## src/rtl/esdi_pkg.sv

```systemverilog
// esdi_pkg: shared widths, FSM states and parity helper for the ESDI serial responder.
package esdi_pkg;
    localparam int ESDI_WORD_BITS  = 16;
    localparam int ESDI_FRAME_BITS = 17;

    typedef enum logic [2:0] {
        RX_IDLE,
        RX_ACK,
        RESP_WAIT,
        TX_WAIT_REQ,
        TX_ACK,
        COMPLETE
    } esdi_state_t;

    // Bit that makes the XOR of word plus parity equal 1.
    function automatic logic odd_parity(input logic [ESDI_WORD_BITS-1:0] w);
        return ~^w;
    endfunction
endpackage

```

## src/rtl/esdi_sync_edge.sv

```systemverilog
// esdi_sync_edge: multi-flop synchroniser with rise/fall detection on the synchronised level.
module esdi_sync_edge #(
    parameter int STAGES = 2
) (
    input  logic clk,
    input  logic reset,
    input  logic d,
    output logic q,
    output logic rise,
    output logic fall
);
    logic [STAGES-1:0] sr;
    logic              prev;

    // Reset to all ones so a line already high at reset release is not seen as a rise.
    always_ff @(posedge clk) begin
        if (reset) begin
            sr   <= '1;
            prev <= 1'b1;
        end else begin
            sr   <= {sr[STAGES-2:0], d};
            prev <= sr[STAGES-1];
        end
    end

    assign q    = sr[STAGES-1];
    assign rise = q & ~prev;
    assign fall = ~q & prev;
endmodule

```

## src/rtl/esdi_drive_serial_responder.sv

```systemverilog
// esdi_drive_serial_responder: drive-side ESDI serial channel, receiving 17-bit commands
// and returning optional 17-bit status words with TRANSFER ACK / COMMAND COMPLETE handling.
module esdi_drive_serial_responder
    import esdi_pkg::*;
#(
    parameter int SYNC_STAGES    = 2,
    parameter int TIMEOUT_CYCLES = 100000,
    parameter int CNT_W          = 17
) (
    input  logic                      clk,
    input  logic                      reset,
    input  logic                      esdi_transfer_req,
    input  logic                      esdi_command_data,
    output logic                      esdi_transfer_ack,
    output logic                      esdi_confstat_data,
    output logic                      esdi_command_complete,
    output logic                      cmd_valid,
    output logic [ESDI_WORD_BITS-1:0] cmd_word,
    input  logic                      resp_valid,
    input  logic                      resp_has_data,
    input  logic [ESDI_WORD_BITS-1:0] resp_word,
    output logic                      parity_error,
    output logic                      timeout_abort
);
    esdi_state_t                state;
    logic [ESDI_FRAME_BITS-1:0] rx_sh;
    logic [ESDI_FRAME_BITS-1:0] tx_sh;
    logic [4:0]                 cnt;
    logic [CNT_W-1:0]           tmo;
    logic                       req_s, req_rise, req_fall, data_s;
    logic                       unused_data_rise, unused_data_fall;
    logic                       timed, expired;

    esdi_sync_edge #(.STAGES(SYNC_STAGES)) u_req_sync (
        .clk(clk), .reset(reset), .d(esdi_transfer_req),
        .q(req_s), .rise(req_rise), .fall(req_fall)
    );

    esdi_sync_edge #(.STAGES(SYNC_STAGES)) u_data_sync (
        .clk(clk), .reset(reset), .d(esdi_command_data),
        .q(data_s), .rise(unused_data_rise), .fall(unused_data_fall)
    );

    assign timed   = (state == RX_IDLE && cnt != '0) || state == TX_WAIT_REQ;
    assign expired = timed && !(req_rise || req_fall) && tmo == CNT_W'(TIMEOUT_CYCLES - 1);

    always_ff @(posedge clk) begin
        if (reset) begin
            state                 <= RX_IDLE;
            rx_sh                 <= '0;
            tx_sh                 <= '0;
            cnt                   <= '0;
            tmo                   <= '0;
            esdi_transfer_ack     <= 1'b0;
            esdi_confstat_data    <= 1'b0;
            esdi_command_complete <= 1'b1;
            cmd_valid             <= 1'b0;
            cmd_word              <= '0;
            parity_error          <= 1'b0;
            timeout_abort         <= 1'b0;
        end else begin
            cmd_valid     <= 1'b0;
            parity_error  <= 1'b0;
            timeout_abort <= 1'b0;
            tmo           <= (timed && !(req_rise || req_fall)) ? tmo + CNT_W'(1) : '0;
            if (expired) begin
                timeout_abort         <= 1'b1;
                cnt                   <= '0;
                esdi_transfer_ack     <= 1'b0;
                esdi_confstat_data    <= 1'b0;
                esdi_command_complete <= 1'b1;
                state                 <= RX_IDLE;
            end else begin
                case (state)
                    RX_IDLE: if (req_rise) begin
                        rx_sh             <= {rx_sh[ESDI_FRAME_BITS-2:0], data_s};
                        cnt               <= cnt + 5'd1;
                        esdi_transfer_ack <= 1'b1;
                        state             <= RX_ACK;
                        if (cnt == '0) esdi_command_complete <= 1'b0;
                    end
                    RX_ACK: if (!req_s) begin
                        esdi_transfer_ack <= 1'b0;
                        if (cnt != 5'(ESDI_FRAME_BITS)) begin
                            state <= RX_IDLE;
                        end else if (^rx_sh) begin
                            cmd_valid <= 1'b1;
                            cmd_word  <= rx_sh[ESDI_FRAME_BITS-1:1];
                            cnt       <= '0;
                            state     <= RESP_WAIT;
                        end else begin
                            parity_error <= 1'b1;
                            state        <= COMPLETE;
                        end
                    end
                    RESP_WAIT: if (resp_valid) begin
                        if (resp_has_data) begin
                            tx_sh              <= {resp_word, odd_parity(resp_word)};
                            esdi_confstat_data <= resp_word[ESDI_WORD_BITS-1];
                            state              <= TX_WAIT_REQ;
                        end else begin
                            state <= COMPLETE;
                        end
                    end
                    TX_WAIT_REQ: if (req_rise) begin
                        esdi_transfer_ack <= 1'b1;
                        state             <= TX_ACK;
                    end
                    TX_ACK: if (!req_s) begin
                        esdi_transfer_ack <= 1'b0;
                        tx_sh             <= tx_sh << 1;
                        cnt               <= cnt + 5'd1;
                        // Next bit goes on the wire as ack drops, well before the next req edge.
                        if (cnt == 5'(ESDI_FRAME_BITS - 1)) begin
                            esdi_confstat_data <= 1'b0;
                            state              <= COMPLETE;
                        end else begin
                            esdi_confstat_data <= tx_sh[ESDI_FRAME_BITS-2];
                            state              <= TX_WAIT_REQ;
                        end
                    end
                    COMPLETE: begin
                        esdi_command_complete <= 1'b1;
                        cnt                   <= '0;
                        state                 <= RX_IDLE;
                    end
                    default: state <= RX_IDLE;
                endcase
            end
        end
    end
endmodule

```

## config.mk

```make
export PLATFORM = sky130hd
export DESIGN_NAME = esdi_drive_serial_responder
export DESIGN_NICKNAME = d
export VERILOG_FILES = /design/src/rtl/esdi_pkg.sv /design/src/rtl/esdi_sync_edge.sv /design/src/rtl/esdi_drive_serial_responder.sv
export SDC_FILE = /design/constraint.sdc
export NUM_CORES = 1
export LEC_CHECK = 0
export ABC_AREA = 1
export BUFFER_PORTS_ARGS = -buffer_cell sky130_fd_sc_hd__buf_2
export CORE_MARGIN = 3
export CORE_UTILIZATION = 40
export CTS_CLUSTER_SIZE = 24
export DETAILED_ROUTE_END_ITERATION = 16
export PLACE_DENSITY = 0.55
export SLEW_MARGIN = 40
export SYNTH_ARGS = -nofsm -noshare
export SYNTH_HDL_FRONTEND = slang
export SYNTH_HIERARCHICAL = 1
export SYNTH_SLANG_ARGS = --single-unit
export TNS_END_PERCENT = 50
```

## constraint.sdc

```tcl
create_clock -name clk -period 1.89 [get_ports clk]
set_input_delay 0.2835 -clock clk [delete_from_list [all_inputs] [get_ports clk]]
set_output_delay 0.2835 -clock clk [all_outputs]
set_load 0.01 [all_outputs]
```

==> results.py <==
metrics = {
    "final_layout": {
        "fillerInstances": 1005,
        "multiInputGateArea_mm2": 0.00221,
        "stdcell_count": 777,
        "area_delta_synth_final_pct": 19.7,
        "seqCellArea_mm2": 0.00171,
        "post_route_cells_drive_above_1_share_pct": 21.4,
        "utilization_pct": 50.0,
        "num-nets-final": 666,
        "antenna-diode-count": 0,
    },
    "critical_path": {
        "cp_max_fo": 8,
        "worst-setup-path-type": "reg2reg",
        "critical_path.reg2reg.startpoint": "tmo[1]$_SDFF_PP0_",
        "cp-start-kind": "register",
        "crit_path_end_kind": "register",
        "critical_path.reg2reg.endpoint": "cmd_word[1]$_SDFFE_PP0P_",
        "timing.reg2reg.setup_slack_ns": 0.12,
        "required_time_at_the_worst_slack_endpoint_ns": 2.13,
        "reg2regPathDepth": 10,
        "timing.critical_path.arrival_ns": 2.01,
    },
    "timing": {
        "timing_worst_slew_pin_value_ns": 0.471,
        "max-slew-margin-rel_pct": 68.6,
        "setup_viol": 0,
        "postLayoutSetupSlackWorst_ns": 0.123,
        "report.final.hold_viol_count": 0,
        "rsz0062_at_grt": "yes",
        "period_share_pct": 93.5,
        "whs_ns": 0.0933,
        "fmax_mhz": 566,
        "fin_tns_setup_ns": 0,
        "report.final.slew_viol_count": 0,
        "finalCriticalPeriod_ns": 1.77,
        "clock-skew-final_ns": 0.0132,
    },
    "global_routing": {
        "grt_start_max_net_pins": 35,
        "wire_length_of_the_first_global_routing_pass_um": 16600,
        "globalRoute.totalOverflow": 0,
        "initial_antenna_violation_count": 0,
        "groute.usage.overall_pct": 17.6,
        "number_of_global_route_vias_before_repair": 3592,
    },
    "placement": {
        "gpl.final_weighted_congestion": 0.810,
        "numPlacedInstances": 750,
        "detailedPlacementHpwl_um": 6840,
        "post-place-ws_ns": -0.0235,
        "portbufs": 43,
    },
    "pwr": {
        "total_leakage_power_nw": 2.09,
        "worst_ir_drop_vdd_v": 0.000362,
        "areal_power_density_over_the_cells_mw_per_mm2": 980,
    },
    "drt": {
        "dr.pass1.iters": 5,
        "drc": 0,
        "wl_um": 9950,
        "wl_per_cell_um": 12.8,
        "drtIter0Drc": 208,
        "num_vias": 3889,
        "post_drt_via_cell_ratio": 5.01,
        "antenna_left": 0,
    },
    "clock_network": {
        "postCtsHoldBufs": 0,
        "cts.sink_count": 85,
        "cts_root_buffer": "clkbuf_8",
        "cts_max_path_buffers": 2,
        "cts_buffer_count": 9,
        "h-tree-depth": 3,
        "tritoncts": "done",
        "clock_insertion_delay_worst_skew_ns": 0.36,
        "clkSlewWorstSetupHoldPaths_ns": 0.09,
    },
    "run": {
        "max_cap_viol_count": 0,
    },
    "hold_path": {
        "hold-path-cell-count": 3,
        "holdCritStartpoint": "esdi_transfer_req",
        "min-delay-path-class": "in2reg",
        "whs_endpoint": "u_req_sync/sr[0]$_SDFF_PP1_",
    },
    "floorplan": {
        "floorplan.core_area_mm2": 0.00995,
        "initial_core_util_pct": 41.8,
        "num_io_pins": 44,
        "row_count": 36,
        "design.die.area_mm2": 0.0117,
        "die_h_um": 108,
        "chipWidth_um": 108,
    },
    "synthesis": {
        "synth_area_per_inst_um2": 7.22,
        "syn_area_mm2": 0.00416,
        "ys.warnings.count": 6,
        "syn_inst": 576,
        "post_synthesis_net_count": 602,
    },
    "outcome": {
        "outcome": "finished, final reports clean",
    },
}
[sequential cells by signal, indices dropped and copies added (netlist names), 2 cells and up]
| name | count |
|---|---|
| cmd_word | 16 |
| rx_sh | 17 |
| cnt | 5 |
| tmo | 17 |
| u_req_sync/sr | 2 |
| state | 3 |
| tx_sh | 16 |
| u_data_sync/sr | 2 |
[critical path, cell delays in order (launching register included)]
cell	delay [ns]
dfxtp_1	0.37
ha_4	0.15
nand2_2	0.08
nor3_4	0.14
nand4_1	0.21
nor2_4	0.20
nor2_4	0.06
buf_12	0.13
clkbuf_16	0.16
nand4_1	0.10
a21oi_1	0.07
[metal layers]
metal,GRT usage (%),routed length (um)
met3,2.51,408
met2,29.5,4830
met4,7.75,194
met5,0,0
met1,22.7,4520
[power breakdown]
part           total, W  internal, W  switching (W)
Clock           0.00115     0.000502       0.000643
Sequential      0.00213      0.00199       0.000137
Combinational   0.00160     0.000617       0.000988
[cell type report]
class	count	share of cell area (%)
clock buffers	11	2.84
clock inverters	4	0.503
inverters	60	4.60
multi-input cells	413	44.4
flip-flops and latches	85	34.4
well taps	133	3.34
repair buffers	71	9.91
[how the worst max path moves through the flow]
stage                            from                        end  slack (ns)  cells after the start
2_1_floorplan       tmo[0]$_SDFF_PP0_   cmd_word[0]$_SDFFE_PP0P_        0.25                     10
3_3_place_gp        tmo[0]$_SDFF_PP0_   cmd_word[3]$_SDFFE_PP0P_        0.02                      9
3_5_place_dp        tmo[0]$_SDFF_PP0_  cmd_word[15]$_SDFFE_PP0P_       -0.02                      9
4_1_cts         state[0]$_SDFFE_PP0P_    parity_error$_SDFF_PP0_        0.03                      8
5_1_grt        rx_sh[14]$_SDFFE_PP0P_        cnt[2]$_SDFFE_PP0P_       -0.07                     11
6_report            tmo[1]$_SDFF_PP0_   cmd_word[1]$_SDFFE_PP0P_        0.12                     10
[what timing repair did]
item                                    in CTS  in global routing
setup buffers                                1                  8
cloned                                       0                  3
resized for setup                            1                 26
endpoints found under the setup margin      15                 41
hold endpoints to repair                     0                  0
pin swaps                                    1                  6
[cells in the final DEF (no fill, tap or decap), types with 3 or more instances in the layout]
cell and count:
nand3_2 4, nor2_1 34, o21ai_0 33, nor3_4 3, nand2_1 159, a31oi_1 16
nor3_1 6, clkinvlp_4 3, nand2_2 3, o21ai_1 10, nand3_1 16, clkbuf_8 10
inv_2 7, a21oi_1 49, nor2_2 5, buf_4 23, nor2_4 4, dfxtp_1 76
xnor2_1 10, buf_2 43, xor2_1 12, nand4_1 25, buf_12 4, dfxtp_2 9
or2_2 3, inv_1 51
[through the flow]
stage          area, um2  power, W
5_1_grt             4980   0.00524
4_1_cts             4760   0.00474
2_1_floorplan       4160   0.00325
3_5_place_dp        4590   0.00358
6_report            4980   0.00488
3_3_place_gp        4590   0.00355
(Power assumes the default switching activity.)
